--- src/rtl/dense_requant_stage_pkg.sv ---
// -----------------------------------------------------------------------------
// dense_requant_stage_pkg
// Shared constants and the round/shift/ReLU/saturate helper used by the dense
// layer requantisation stages.
//   ACC_W_DEF / OUT_W_DEF : default accumulator and activation widths
//   ROM_W / SHIFT_FIELD_W : shift ROM word width and width of the shift field
//   round_shift_sat()     : generic requantisation arithmetic on a 32-bit
//                           working value (accumulators up to 31 bits)
// -----------------------------------------------------------------------------
package dense_requant_stage_pkg;

  localparam int ACC_W_DEF     = 24;
  localparam int OUT_W_DEF     = 16;
  localparam int ROM_W         = 16;
  localparam int SHIFT_FIELD_W = 5;
  localparam int CALC_W        = 32;

  localparam logic [ROM_W-1:0]         SHIFT_MASK = ROM_W'((1 << SHIFT_FIELD_W) - 1);
  localparam logic signed [CALC_W-1:0] CALC_ONE   = CALC_W'(1);
  localparam logic signed [CALC_W-1:0] CALC_ZERO  = CALC_W'(0);

  // Rounding arithmetic right shift, optional ReLU, then signed saturation to
  // out_w bits. The working width leaves headroom above acc_w so the
  // half-LSB rounding add can never wrap.
  function automatic logic signed [CALC_W-1:0] round_shift_sat(
    input logic signed [CALC_W-1:0] acc,
    input logic [ROM_W-1:0]         rom_word,
    input int                       acc_w,
    input int                       out_w,
    input logic                     relu
  );
    logic [ROM_W-1:0]         s;
    logic [ROM_W-1:0]         s_max;
    logic signed [CALC_W-1:0] half;
    logic signed [CALC_W-1:0] r;
    logic signed [CALC_W-1:0] lim_hi;
    logic signed [CALC_W-1:0] lim_lo;
    s_max = ROM_W'(acc_w - 1);
    // Only the low shift field is meaningful; upper ROM bits are don't-care.
    s     = rom_word & SHIFT_MASK;
    if (s > s_max) begin
      s = s_max;
    end else begin
      s = s;
    end
    if (s == ROM_W'(0)) begin
      half = CALC_ZERO;
      r    = acc;
    end else begin
      half = CALC_ONE <<< (s - ROM_W'(1));
      r    = (acc + half) >>> s;
    end
    if (relu && (r < CALC_ZERO)) begin
      r = CALC_ZERO;
    end else begin
      r = r;
    end
    lim_hi = (CALC_ONE <<< (out_w - 1)) - CALC_ONE;
    lim_lo = -lim_hi - CALC_ONE;
    if (r > lim_hi) begin
      r = lim_hi;
    end else if (r < lim_lo) begin
      r = lim_lo;
    end else begin
      r = r;
    end
    return r;
  endfunction

endpackage

--- src/rtl/dense_requant_stage_if.sv ---
// -----------------------------------------------------------------------------
// dense_requant_stage_if
// Bundles the accumulator input stream, the shift ROM port and the activation
// output stream of the requantisation stage.
//   slave  : the stage itself (consumes in_*, rom_data, out_ready)
//   master : the surrounding environment (producer, ROM, consumer)
// -----------------------------------------------------------------------------
interface dense_requant_stage_if
  import dense_requant_stage_pkg::*;
#(
  parameter int ADDR_W = 7,
  parameter int ACC_W  = ACC_W_DEF,
  parameter int OUT_W  = OUT_W_DEF
) ();

  logic                    in_valid;
  logic                    in_ready;
  logic signed [ACC_W-1:0] in_acc;
  logic [ADDR_W-1:0]       rom_addr;
  logic [ROM_W-1:0]        rom_data;
  logic                    out_valid;
  logic                    out_ready;
  logic signed [OUT_W-1:0] out_data;
  logic                    out_last;

  modport slave (
    input  in_valid, in_acc, rom_data, out_ready,
    output in_ready, rom_addr, out_valid, out_data, out_last
  );

  modport master (
    output in_valid, in_acc, rom_data, out_ready,
    input  in_ready, rom_addr, out_valid, out_data, out_last
  );

endinterface

--- src/rtl/dense_requant_stage_round_sat.sv ---
// -----------------------------------------------------------------------------
// requant_round_sat
// Purely combinational requantisation of one accumulator value.
//   i_acc      : signed accumulator (ACC_W bits)
//   i_rom_data : raw shift ROM word, shift in the low field
//   o_data     : rounded, shifted, optionally ReLU'd, saturated result
// -----------------------------------------------------------------------------
module requant_round_sat
  import dense_requant_stage_pkg::*;
#(
  parameter int ACC_W = ACC_W_DEF,
  parameter int OUT_W = OUT_W_DEF,
  parameter int RELU  = 0
) (
  input  logic signed [ACC_W-1:0] i_acc,
  input  logic [ROM_W-1:0]        i_rom_data,
  output logic signed [OUT_W-1:0] o_data
);

  logic signed [CALC_W-1:0] w_acc_ext;

  assign w_acc_ext = {{(CALC_W-ACC_W){i_acc[ACC_W-1]}}, i_acc};
  // Saturation guarantees the value fits OUT_W, so truncation is lossless.
  assign o_data    = OUT_W'(round_shift_sat(w_acc_ext, i_rom_data, ACC_W, OUT_W, (RELU != 0)));

endmodule

--- src/rtl/dense_requant_stage.sv ---
// -----------------------------------------------------------------------------
// dense_requant_stage
// Requantises a stream of per-neuron accumulator sums using a per-neuron
// shift held in an external 1-cycle-latency ROM.
//   clock : rising-edge clock
//   reset : synchronous active-high reset
//   bus   : in_valid/in_ready/in_acc  accumulator stream (one per neuron)
//           rom_addr/rom_data         shift ROM port
//           out_valid/out_ready/out_data/out_last  activation stream
// Pipeline: S0 accept -> S1 (ROM data aligned) -> output register.
// -----------------------------------------------------------------------------
module dense_requant_stage
  import dense_requant_stage_pkg::*;
#(
  parameter int NUM_NEURONS = 128,
  parameter int ADDR_W      = 7,
  parameter int ACC_W       = ACC_W_DEF,
  parameter int OUT_W       = OUT_W_DEF,
  parameter int RELU        = 0
) (
  input logic                  clock,
  input logic                  reset,
  dense_requant_stage_if.slave bus
);

  localparam logic [ADDR_W-1:0] LAST_IDX = ADDR_W'(NUM_NEURONS - 1);

  logic [ADDR_W-1:0]       r_idx;
  logic                    r_s1_valid;
  logic signed [ACC_W-1:0] r_s1_acc;
  logic [ADDR_W-1:0]       r_s1_idx;
  logic                    r_out_valid;
  logic signed [OUT_W-1:0] r_out_data;
  logic                    r_out_last;

  logic                    w_advance1;
  logic                    w_in_ready;
  logic                    w_accept;
  logic [ADDR_W-1:0]       w_idx_next;
  logic signed [OUT_W-1:0] w_result;

  assign w_advance1 = !r_out_valid || bus.out_ready;
  assign w_in_ready = !r_s1_valid || w_advance1;
  assign w_accept   = bus.in_valid && w_in_ready;
  assign w_idx_next = (r_idx == LAST_IDX) ? ADDR_W'(0) : r_idx + ADDR_W'(1);

  // On accept the ROM fetches the new neuron's shift; otherwise it keeps
  // re-reading the S1 neuron so rom_data stays aligned through any stall.
  assign bus.rom_addr  = w_accept ? r_idx : r_s1_idx;
  assign bus.in_ready  = w_in_ready;
  assign bus.out_valid = r_out_valid;
  assign bus.out_data  = r_out_data;
  assign bus.out_last  = r_out_last;

  requant_round_sat #(
    .ACC_W (ACC_W),
    .OUT_W (OUT_W),
    .RELU  (RELU)
  ) u_round_sat (
    .i_acc      (r_s1_acc),
    .i_rom_data (bus.rom_data),
    .o_data     (w_result)
  );

  // Neuron index counter; position in the layer is implied by beat count.
  always_ff @(posedge clock) begin
    if (reset) begin
      r_idx <= ADDR_W'(0);
    end else if (w_accept) begin
      r_idx <= w_idx_next;
    end
  end

  // S1 holding register: waits one cycle for the ROM to return the shift.
  always_ff @(posedge clock) begin
    if (reset) begin
      r_s1_valid <= 1'b0;
      r_s1_acc   <= ACC_W'(0);
      r_s1_idx   <= ADDR_W'(0);
    end else if (w_accept) begin
      r_s1_valid <= 1'b1;
      r_s1_acc   <= bus.in_acc;
      r_s1_idx   <= r_idx;
    end else if (w_advance1) begin
      r_s1_valid <= 1'b0;
    end
  end

  // Output register; data and last are frozen while the consumer stalls.
  always_ff @(posedge clock) begin
    if (reset) begin
      r_out_valid <= 1'b0;
      r_out_data  <= OUT_W'(0);
      r_out_last  <= 1'b0;
    end else if (r_s1_valid && w_advance1) begin
      r_out_valid <= 1'b1;
      r_out_data  <= w_result;
      r_out_last  <= (r_s1_idx == LAST_IDX);
    end else if (bus.out_ready) begin
      r_out_valid <= 1'b0;
    end
  end

endmodule

--- src/flat_wrapper.sv ---
// flat-port wrapper written by rule: the top's interface ports become plain ports
module dense_requant_stage_flat import dense_requant_stage_pkg::*;
#(
  parameter int NUM_NEURONS = 128,
  parameter int ADDR_W      = 7,
  parameter int ACC_W       = ACC_W_DEF,
  parameter int OUT_W       = OUT_W_DEF,
  parameter int RELU        = 0
)
  (clock, reset, bus_in_valid, bus_in_acc, bus_rom_data, bus_out_ready, bus_in_ready, bus_rom_addr, bus_out_valid, bus_out_data, bus_out_last);
  dense_requant_stage_if #(.ADDR_W(ADDR_W), .ACC_W(ACC_W), .OUT_W(OUT_W)) bus_i ();
  input logic clock;
  input logic reset;
  input wire logic [$bits(bus_i.in_valid)-1:0] bus_in_valid;
  input wire logic [$bits(bus_i.in_acc)-1:0] bus_in_acc;
  input wire logic [$bits(bus_i.rom_data)-1:0] bus_rom_data;
  input wire logic [$bits(bus_i.out_ready)-1:0] bus_out_ready;
  output wire logic [$bits(bus_i.in_ready)-1:0] bus_in_ready;
  output wire logic [$bits(bus_i.rom_addr)-1:0] bus_rom_addr;
  output wire logic [$bits(bus_i.out_valid)-1:0] bus_out_valid;
  output wire logic [$bits(bus_i.out_data)-1:0] bus_out_data;
  output wire logic [$bits(bus_i.out_last)-1:0] bus_out_last;
  assign bus_i.in_valid = bus_in_valid;
  assign bus_i.in_acc = bus_in_acc;
  assign bus_i.rom_data = bus_rom_data;
  assign bus_i.out_ready = bus_out_ready;
  assign bus_in_ready = bus_i.in_ready;
  assign bus_rom_addr = bus_i.rom_addr;
  assign bus_out_valid = bus_i.out_valid;
  assign bus_out_data = bus_i.out_data;
  assign bus_out_last = bus_i.out_last;
  dense_requant_stage #(.NUM_NEURONS(NUM_NEURONS), .ADDR_W(ADDR_W), .ACC_W(ACC_W), .OUT_W(OUT_W), .RELU(RELU)) u_core (.clock(clock), .reset(reset), .bus(bus_i));
endmodule
--- config.mk ---
export PLATFORM = sky130hd
export DESIGN_NAME = dense_requant_stage_flat
export DESIGN_NICKNAME = d
export VERILOG_FILES = /design/src/rtl/dense_requant_stage_pkg.sv /design/src/rtl/dense_requant_stage_if.sv /design/src/rtl/dense_requant_stage_round_sat.sv /design/src/rtl/dense_requant_stage.sv /design/src/flat_wrapper.sv
export SDC_FILE = /design/constraint.sdc
export NUM_CORES = 1
export LEC_CHECK = 0
export ABC_AREA = 1
export ABC_CLOCK_PERIOD_IN_PS = 9400
export CORE_AREA = 2 2 127 129
export CTS_CLUSTER_DIAMETER = 40
export DETAILED_ROUTE_END_ITERATION = 16
export DIE_AREA = 0 0 129 131
export PLACE_DENSITY_LB_ADDON = 0.25
export SKIP_CTS_REPAIR_TIMING = 1
export SYNTH_ARGS = -nofsm -noshare
export SYNTH_HDL_FRONTEND = slang
export SYNTH_HIERARCHICAL = 1
export SYNTH_SLANG_ARGS = --single-unit
--- constraint.sdc ---
create_clock -name clock -period 9.4 [get_ports clock]
set_input_delay 1.41 -clock clock [delete_from_list [all_inputs] [get_ports clock]]
set_output_delay 1.41 -clock clock [all_outputs]
set_load 0.01 [all_outputs]
==> results of run 1 <==
[path summary, 6_finish.rpt]
| check | start | end | cells after the start |
|---|---|---|---|
| max | bus_rom_data[3] | u_core/bus.out_data[10] | 32 |
| min | u_core/r_idx[6] | u_core/r_idx[6] | 2 |
| max reg2reg | u_core/r_s1_acc[0] | u_core/bus.out_data[10] | 28 |
| min reg2reg | u_core/r_idx[6] | u_core/r_idx[6] | 2 |
[sequential cells by signal (all words and copies together) (netlist names)]
| name | flops |
|---|---|
| u_core/bus.out_data | 16 |
| u_core/bus.out_last | 1 |
| u_core/bus.out_valid | 1 |
| u_core/r_idx | 7 |
| u_core/r_s1_acc | 24 |
| u_core/r_s1_idx | 7 |
| u_core/r_s1_valid | 1 |
[cells by family after synthesis]
| logic type | after synthesis | synth area share [%] |
|---|---|---|
| AO/OA/AOI/OAI | 194 | 15.2 |
| AND/OR/NAND/NOR | 787 | 49.1 |
| XOR/XNOR | 16 | 2.25 |
| flip-flops | 57 | 16.5 |
| buffers and inverters | 167 | 9.69 |
| adder cells (fa/ha/maj) | 36 | 6.63 |
| multiplexers | 4 | 0.579 |
[routing by layer]
metal,track usage (%),vias to the layer above,wire (µm)
met5,0,-,0
met4,10.2,0,810
met3,3.87,42,1960
met2,46.0,372,10600
met1,39.0,3699,10500
li1,-,4204,-
[power by group]
group,internal (µW),switching [µW]
logic,114,207
registers,258,17.7
clock network,208,124
[worst max-delay path, delay by kind of cell]
family / cells / cell delay, ns
AOI/OAI and AO/OA: 3 / 0.66
buffers and inverters: 4 / 1.54
xor gates and xnor gates: 1 / 0.64
adders and majority gates: 1 / 0.40
and+or+nand+nor: 23 / 3.43
[cell type report]
cell class / instances / area share (%)
Clock inverter: 7 / 0.999
Clock buffer: 9 / 2.85
Tap cell: 216 / 3.43
Inverter: 117 / 5.57
Multi-Input combinational cell: 1037 / 64.7
Sequential cell: 57 / 14.5
Timing Repair Buffer: 65 / 8.02
[stage by stage]
step | cells | power [µW]
after detailed placement | 1492 | 594
after global placement | 1492 | 592
after floorplan | 1261 | 497
after global routing | 1508 | 984
after CTS | 1508 | 927
final | 1508 | 927
[cell usage after synthesis, types with 4 or more instances]
library cell  number
ha_1              35
nor2_1           194
xnor2_1            6
o211ai_1           7
clkbuf_1          31
nor3_1             7
xor2_1             8
nor4_1             4
or2_2              7
mux2i_1            4
o221ai_1           6
o21ai_0          106
dfxtp_1           57
a21oi_1           58
inv_1            110
buf_1              6
nand3_1          165
nand2_1          367
inv_2              6
buf_2              7
nand4_1           18
nand2_2            4
==> flow_metrics.env, run 1 <==
export IMPL_final_cell_mix="nand2_1, nor2_1, nand3_1"
export IMPL_synth_top_cell_area_share_pct=19.9
export IMPL_outcome="finished clean"
export IMPL_io_buffers=58
export IMPL_ys_top_cells_by_area="nand2_1, dfxtp_1, nand3_1"
export IMPL_synth_main_ff_cell="dfxtp_1"
export IMPL_postLayoutCellArea_mm2=0.00789
export IMPL_fp_row_count=46
export IMPL_post_route_drc_count=0
export IMPL_cts_htree_levels=3
export IMPL_hold_ws_ns=0.488
export IMPL_path_max_fanout=15
export IMPL_grt_ovfl_total=0
export IMPL_netlist_area_mm2=0.00691
export IMPL_core_area_mm2=0.0156
export IMPL_cts_buffers_inserted=9
export IMPL_die_h_um=131
export IMPL_ff2ff_setup_slack_ns=5.26
export IMPL_antenna_found_initial=0
export IMPL_grt_pass1_vias=7459
export IMPL_antenna_cells=0
export IMPL_wl_um=23900
export IMPL_vias=8317
export IMPL_max_stage_delay_ns=0.71
export IMPL_die_area_mm2=0.0169
export IMPL_worstSkewPairLatency_ns=0.32
export IMPL_max_clock_freq_mhz=127
export IMPL_crit_path_start_kind="input port"
export IMPL_cp_required_ns=9.60
export IMPL_nFillCells=1708
export IMPL_clock_sinks=57
export IMPL_place_gp_congestion=1.04
export IMPL_worst_slack_ns=1.50
export IMPL_cts_tree="yes"
export IMPL_crit_top_cell="nand2_1"
export IMPL_worstSetupEndpointType="register"
export IMPL_drt_pass1_iterations=5
export IMPL_fin_nets=1367
export IMPL_vias_per_cell=5.52
export IMPL_pre_cts_slack_ns=1.42
export IMPL_root_buffer="clkbuf_16"
export IMPL_clock_path_buffers=2
export IMPL_register_area_mm2=0.00114
export IMPL_tightest_slew_ns=0.956
export IMPL_yosysSeqAreaShare_pct=16.5
export IMPL_synth_cell_type_count=47
export IMPL_ys_ff_latch=57
export IMPL_irDropWorstVdd_mv=0.113
export IMPL_wire_per_inst_um=15.8
export IMPL_crit_type="in -> reg"
export IMPL_area_growth_pct=14.2
export IMPL_setup_viol=0
export IMPL_io_pins=70
export IMPL_dieWidth_um=129
export IMPL_power_density_mw_per_mm2=118
export IMPL_ant_nets=0
export IMPL_hp_class="reg -> reg"
export IMPL_drv_cap=0
export IMPL_grt_max_degree=47
export IMPL_place_area_mm2=0.00759
export IMPL_tns_ns=0
export IMPL_layout_drive_gt1_share_pct=4.49
export IMPL_hpwl_um=19500
export IMPL_slew_violations=0
export IMPL_skew_ns=0.0108
export IMPL_cp_arrival_ns=8.10
export IMPL_p_leak_uw=0.00376
export IMPL_utilization_pct=50.6
export IMPL_layout_commonest_cell="nand2_1"
export IMPL_multi_input_area_mm2=0.00510
export IMPL_rsz0062_at_grt="no"
export IMPL_hold_viol=0
export IMPL_relSlewSlack_pct=36.2
export IMPL_synthArstFlopShare_pct=0
export IMPL_syn_avg_cell_area_um2=5.48
export IMPL_synth_edff_count=0
export IMPL_period_share_pct=84.0
export IMPL_clkTransAtPathRegs_ns=0.06
export IMPL_grtUsageTotal_pct=28.5
export IMPL_initial_core_util_pct=44.3
export IMPL_cp_slowest_cell="nor2_1"
export IMPL_syn_nets=1341
export IMPL_drt_iter0_drc=943
export IMPL_synth_top_area_cell="nand2_1"
export IMPL_grt_pass1_wl_um=37600
export IMPL_period_minus_slack_ns=7.90
export IMPL_yosys_warnings=6
export IMPL_syn_inst=1261
No activity file was read; power rests on OpenSTA's default activity.
==> run 2: changes to the inputs <==
Settings changed: ABC_CLOCK_PERIOD_IN_PS 9400 to 6500.
Clock period 9.4 ns to 6.5 ns, I/O delays scaled along.
==> run 2 against run 1 <==
Effect of this change:
- first-iteration DRC count down 28%
- register-to-register slack worse by 2.7 ns
- sequential share of layout area shrank 0.88 points
- global-route usage increased by 1.7 points
- sequential power grew 45%
- critical path depth rose by 10
- core utilization grew 3.3 points
- flip-flop and latch count unchanged
- clock skew shrank 0.0013 ns
- setup slack lost 1.0 ns
- die area did not move
- critical endpoint is now u_core/bus.out_data[4]
==> flow_metrics.env, run 2 (synthesized netlist as in run 1, its figures left out) <==
export IMPL_cts_tree="yes"
export IMPL_io_pins=70
export IMPL_cp_arrival_ns=6.25
export IMPL_dieWidth_um=129
export IMPL_p_leak_uw=0.00406
export IMPL_final_cells=1562
export IMPL_grt_pass1_wl_um=39400
export IMPL_wl_um=25200
export IMPL_core_area_mm2=0.0156
export IMPL_post_route_drc_count=0
export IMPL_clock_path_buffers=2
export IMPL_nFillCells=1613
export IMPL_crit_path_start_kind="input port"
export IMPL_path_max_fanout=7
export IMPL_clock_sinks=57
export IMPL_area_growth_pct=21.6
export IMPL_period_share_pct=92.8
export IMPL_skew_ns=0.00950
export IMPL_max_stage_delay_ns=0.52
export IMPL_clkTransAtPathRegs_ns=0.05
export IMPL_worstSkewPairLatency_ns=0.33
export IMPL_drv_cap=0
export IMPL_cts_htree_levels=3
export IMPL_root_buffer="clkbuf_16"
export IMPL_drt_pass1_iterations=5
export IMPL_hold_ws_ns=0.484
export IMPL_path_delay_family="simple AND/OR/NAND/NOR gates"
export IMPL_critical_path_buf_inv_count=7
export IMPL_period_minus_slack_ns=6.03
export IMPL_drt_iter0_drc=682
export IMPL_power_total_uw=1460
export IMPL_outcome="finished clean"
export IMPL_vias_per_cell=5.41
export IMPL_grtUsageTotal_pct=30.2
export IMPL_cp_required_ns=6.71
export IMPL_place_gp_congestion=1.03
export IMPL_setup_viol=0
export IMPL_worstSetupEndpointType="register"
export IMPL_fp_row_count=46
export IMPL_ant_nets=0
export IMPL_top_register="u_core/r_s1_acc"
export IMPL_tns_ns=0
export IMPL_grt_ovfl_total=0
export IMPL_hold_viol=0
export IMPL_layout_commonest_cell="nand2_1"
export IMPL_cts_buffers_inserted=9
export IMPL_crit_top_cell="nand2_1"
export IMPL_grt_pass1_vias=7767
export IMPL_irDropWorstVdd_mv=0.180
export IMPL_power_density_mw_per_mm2=174
export IMPL_relSlewSlack_pct=36.1
export IMPL_place_inst=1544
export IMPL_slew_violations=0
export IMPL_final_cell_mix="nand2_1, nor2_1, nand3_1"
export IMPL_largest_register_ffs=24
export IMPL_initial_core_util_pct=44.3
export IMPL_die_h_um=131
export IMPL_max_clock_freq_mhz=166
export IMPL_vias=8443
export IMPL_layout_drive_gt1_share_pct=9.06
export IMPL_grt_max_degree=47
export IMPL_fin_nets=1421
export IMPL_hp_class="reg -> reg"
export IMPL_cp_slowest_cell="clkdlybuf4s50_1"
export IMPL_tightest_slew_ns=0.958
export IMPL_wire_per_inst_um=16.1
export IMPL_hpwl_um=20600
export IMPL_antenna_found_initial=0
export IMPL_io_buffers=58
export IMPL_crit_type="in -> reg"
export IMPL_antenna_cells=0
export IMPL_die_area_mm2=0.0169
==> run 2: changes by cell type in the layout (fill, tap and decap cells not counted), sizes merged <==
cell,previous run,this run
clkbuf,9,12
dlymetal6s2s,0,1
clkinv,5,2
nand2,373,375
clkdlybuf4s50,58,57
bufinv,1,3
buf,7,59
inv,118,116
==> run 2: worst paths after layout <==
check                    startpoint                endpoint  slack [ns]  depth (start not counted)
max                 bus_rom_data[3]  u_core/bus.out_data[4]        0.47                         42
min          u_core/bus.out_data[6]  u_core/bus.out_data[6]        0.48                          2
max reg2reg     u_core/r_s1_acc[23]  u_core/bus.out_data[4]        2.57                         22
min reg2reg  u_core/bus.out_data[6]  u_core/bus.out_data[6]        0.48                          2
==> run 2: where the power goes <==
| part | switching (µW) | internal (µW) | leakage, µW | total [µW] |
|---|---|---|---|---|
| Sequential | 26.5 | 373 | 0.000471 | 400 |
| Combinational | 310 | 189 | 0.00342 | 499 |
| Clock | 165 | 396 | 0.000173 | 561 |
==> run 2: worst register-to-register path: stages (launching register included) <==
cell	delay [ns]
dfxtp_1	0.71
ha_1	0.35
nand2_1	0.14
nor4_1	0.49
nand3_1	0.23
nand2_1	0.12
nand2_1	0.10
nand2_1	0.08
nand2_1	0.05
nand3_1	0.10
nand3_1	0.14
nand3_1	0.12
nand3_1	0.08
nand2_1	0.11
nand3_1	0.08
nor2_1	0.11
nand2_1	0.05
nor2_1	0.15
nand2_2	0.13
nand2_2	0.15
nand2_1	0.07
o21ai_0	0.19
nor2_1	0.06
==> run 2: layout make-up <==
| class | count | area [µm²] | share of cell area (%) |
|---|---|---|---|
| clock buffers | 12 | 256 | 3.05 |
| inverters | 117 | 439 | 5.23 |
| clock inverters | 4 | 98.8 | 1.18 |
| multi-input cells | 1039 | 5170 | 61.5 |
| flip-flops and latches | 57 | 1140 | 13.6 |
| repair buffers | 117 | 1030 | 12.2 |
| well taps | 216 | 270 | 3.22 |
==> run 2: per-stage QoR <==
step                worst slack [ns]  instance area (µm²)  util [%]
global placement              0.0169                 7980      51.1
finish                         0.466                 8400      53.9
global route                -0.00721                 8400      53.9
floorplan                      0.270                 6910         -
CTS                            0.314                 8330      53.4
detailed placement         -0.000870                 7980      51.1
==> run 2: routing by layer <==
layer | track usage [%] | vias up | part of all wire, % | wire length [µm]
li1 | - | 4325 | - | -
met1 | 41.0 | 3779 | 45 | 11500
met2 | 47.1 | 291 | 43 | 10900
met3 | 5.25 | 48 | 7.6 | 1920
met4 | 13.1 | 0 | 3.9 | 990
met5 | 0 | - | 0 | 0
==> run 3: changes to the inputs <==
Settings changed: CTS_BUF_LIST from default to sky130_fd_sc_hd__clkbuf_4, HOLD_SLACK_MARGIN from default to 0.03.
==> run 3 against run 2 <==
Effect of this change:
- clock power shrank 40%
- clock-buffer cell count shrank 2
- sequential power is essentially flat
- critical endpoint is now u_core/bus.out_data[9]
- highest routed layer unchanged
- core utilization shrank 1.3 points
- non-clock buffer count is the same
- via count is essentially flat
- global-route usage shrank 0.23 points
==> flow_metrics.env, run 3 (synthesized netlist as in run 1, its figures left out) <==
export IMPL_register_area_mm2=0.00114
export IMPL_swShare_pct=38.3
export IMPL_max_stage_delay_ns=0.52
export IMPL_hpwl_um=20600
export IMPL_top_register="u_core/r_s1_acc"
export IMPL_drt_iter0_drc=767
export IMPL_tns_ns=0
export IMPL_rsz0062_at_grt="no"
export IMPL_root_buffer="clkbuf_4"
export IMPL_cp_required_ns=6.78
export IMPL_worstSkewPairLatency_ns=0.40
export IMPL_cts_htree_levels=3
export IMPL_layout_commonest_cell="nand2_1"
export IMPL_place_gp_congestion=1.03
export IMPL_die_area_mm2=0.0169
export IMPL_cts_tree="yes"
export IMPL_p_seq_share_pct=32.4
export IMPL_power_frac_comb_pct=40.4
export IMPL_path_max_fanout=15
export IMPL_cp_startpoint="bus_rom_data[3]"
export IMPL_grt_pass1_wl_um=39200
export IMPL_final_cells=1561
export IMPL_clock_sinks=57
export IMPL_nFillCells=1644
export IMPL_setup_viol=0
export IMPL_drt_pass1_iterations=6
export IMPL_relSlewSlack_pct=34.1
export IMPL_dieWidth_um=129
export IMPL_p_leak_uw=0.00398
export IMPL_reg2reg_from="u_core/r_s1_acc[23]"
export IMPL_dr_wl_met3_um=1910
export IMPL_outcome="finished clean"
export IMPL_place_area_mm2=0.00798
export IMPL_hold_viol=0
export IMPL_holdCritStartpoint="u_core/bus.out_data[6]"
export IMPL_switchingPower_uw=470
export IMPL_worst_slack_ns=0.502
export IMPL_largest_register_ffs=24
export IMPL_grt_pass1_vias=7712
export IMPL_postLayoutCellArea_mm2=0.00821
export IMPL_crit_path_start_kind="input port"
export IMPL_power_total_uw=1230
export IMPL_worstSetupEndpointType="register"
export IMPL_grtUsageTotal_pct=29.9
export IMPL_crit_type="in -> reg"
export IMPL_multi_input_area_mm2=0.00515
export IMPL_irDropWorstVdd_mv=0.125
export IMPL_met2_length_um=10600
export IMPL_fp_row_count=46
export IMPL_intPower_uw=759
export IMPL_wl_met1_um=11400
export IMPL_pre_cts_slack_ns=-0.000870
export IMPL_io_buffers=58
export IMPL_clkTransAtPathRegs_ns=0.09
export IMPL_fin_nets=1420
export IMPL_power_density_mw_per_mm2=150
export IMPL_ant_nets=0
export IMPL_slew_violations=0
export IMPL_grt_max_degree=47
export IMPL_cp_slowest_cell="clkdlybuf4s50_1"
export IMPL_area_growth_pct=18.7
export IMPL_period_share_pct=92.3
export IMPL_top_layer="met4"
export IMPL_drv_cap=0
export IMPL_die_h_um=131
export IMPL_tightest_slew_ns=0.988
export IMPL_grt_ovfl_total=0
export IMPL_hp_class="reg -> reg"
export IMPL_antenna_cells=0
export IMPL_clock_path_buffers=2
export IMPL_vias_per_cell=5.41
export IMPL_layout_drive_gt1_share_pct=8.48
export IMPL_final_cell_mix="nand2_1, nor2_1, nand3_1"
export IMPL_p_clk_share_pct=27.1
export IMPL_place_inst=1544
export IMPL_wire_per_inst_um=16.0
export IMPL_crit_top_cell="nand2_1"
export IMPL_skew_ns=0.0156
export IMPL_vias=8451
export IMPL_antenna_found_initial=0
export IMPL_wl_um=24900
export IMPL_io_pins=70
export IMPL_initial_core_util_pct=44.3
export IMPL_max_clock_freq_mhz=167
export IMPL_core_area_mm2=0.0156
export IMPL_post_route_drc_count=0
export IMPL_period_minus_slack_ns=6.00
export IMPL_cts_buffers_inserted=9
export IMPL_cp_arrival_ns=6.28
## run 3: cell count changes in the layout (fill, tap and decap cells not counted), moves of 2 or more
cell	change
clkbuf_4	+10
clkbuf_16	-9
nand2_2	-4
clkbuf_8	-2
clkinv_1	+2
nand2_1	+2
nand3_1	+2
nand3_2	-2
nor2_1	+2
nor2_2	-2
## run 3: metrics by stage
stage | hold slack [ns] | util [%]
after floorplan | 0.445 | -
after global placement | 0.469 | 51.1
after detailed placement | 0.476 | 51.1
after CTS | 0.495 | 52.3
after global routing | 0.514 | 52.6
final | 0.493 | 52.6
## run 3: area by class of cell
cell class                      instances  area share [%]
Clock buffer                           10           0.915
Clock inverter                          6            1.30
Inverter                              117            5.35
Multi-Input combinational cell       1038            62.7
Sequential cell                        57            13.9
Tap cell                              216            3.29
Timing Repair Buffer                  117            12.5
## run 3: per-layer routing
| metal | vias to the layer above | global-route usage (%) |
|---|---|---|
| met3 | 52 | 5.62 |
| li1 | 4327 | - |
| met5 | - | 0 |
| met2 | 301 | 47.1 |
| met1 | 3771 | 41.0 |
| met4 | 0 | 11.1 |
## run 3: final timing paths
check                           end  slack, ns  cells past startpoint
max          u_core/bus.out_data[9]       0.50                     43
min          u_core/bus.out_data[6]       0.49                      2
max reg2reg  u_core/bus.out_data[9]       2.60                     23
min reg2reg  u_core/bus.out_data[6]       0.49                      2
## run 3: critical path, delay by kind of cell
family	cells	cell delay, ns
AOI/OAI and AO/OA	1	0.20
and+or+nand+nor	31	3.04
adders and majority gates	3	0.80
buffers and inverters	8	1.22
## run 3: power groups by stage
stage          Combinational [µW]  Clock, µW  Sequential, µW
2_1_floorplan                 321          0             398
3_3_place_gp                  483          0             406
3_5_place_dp                  485          0             407
4_1_cts                       488        342             399
5_1_grt                       556        357             401
6_report                      497        334             399
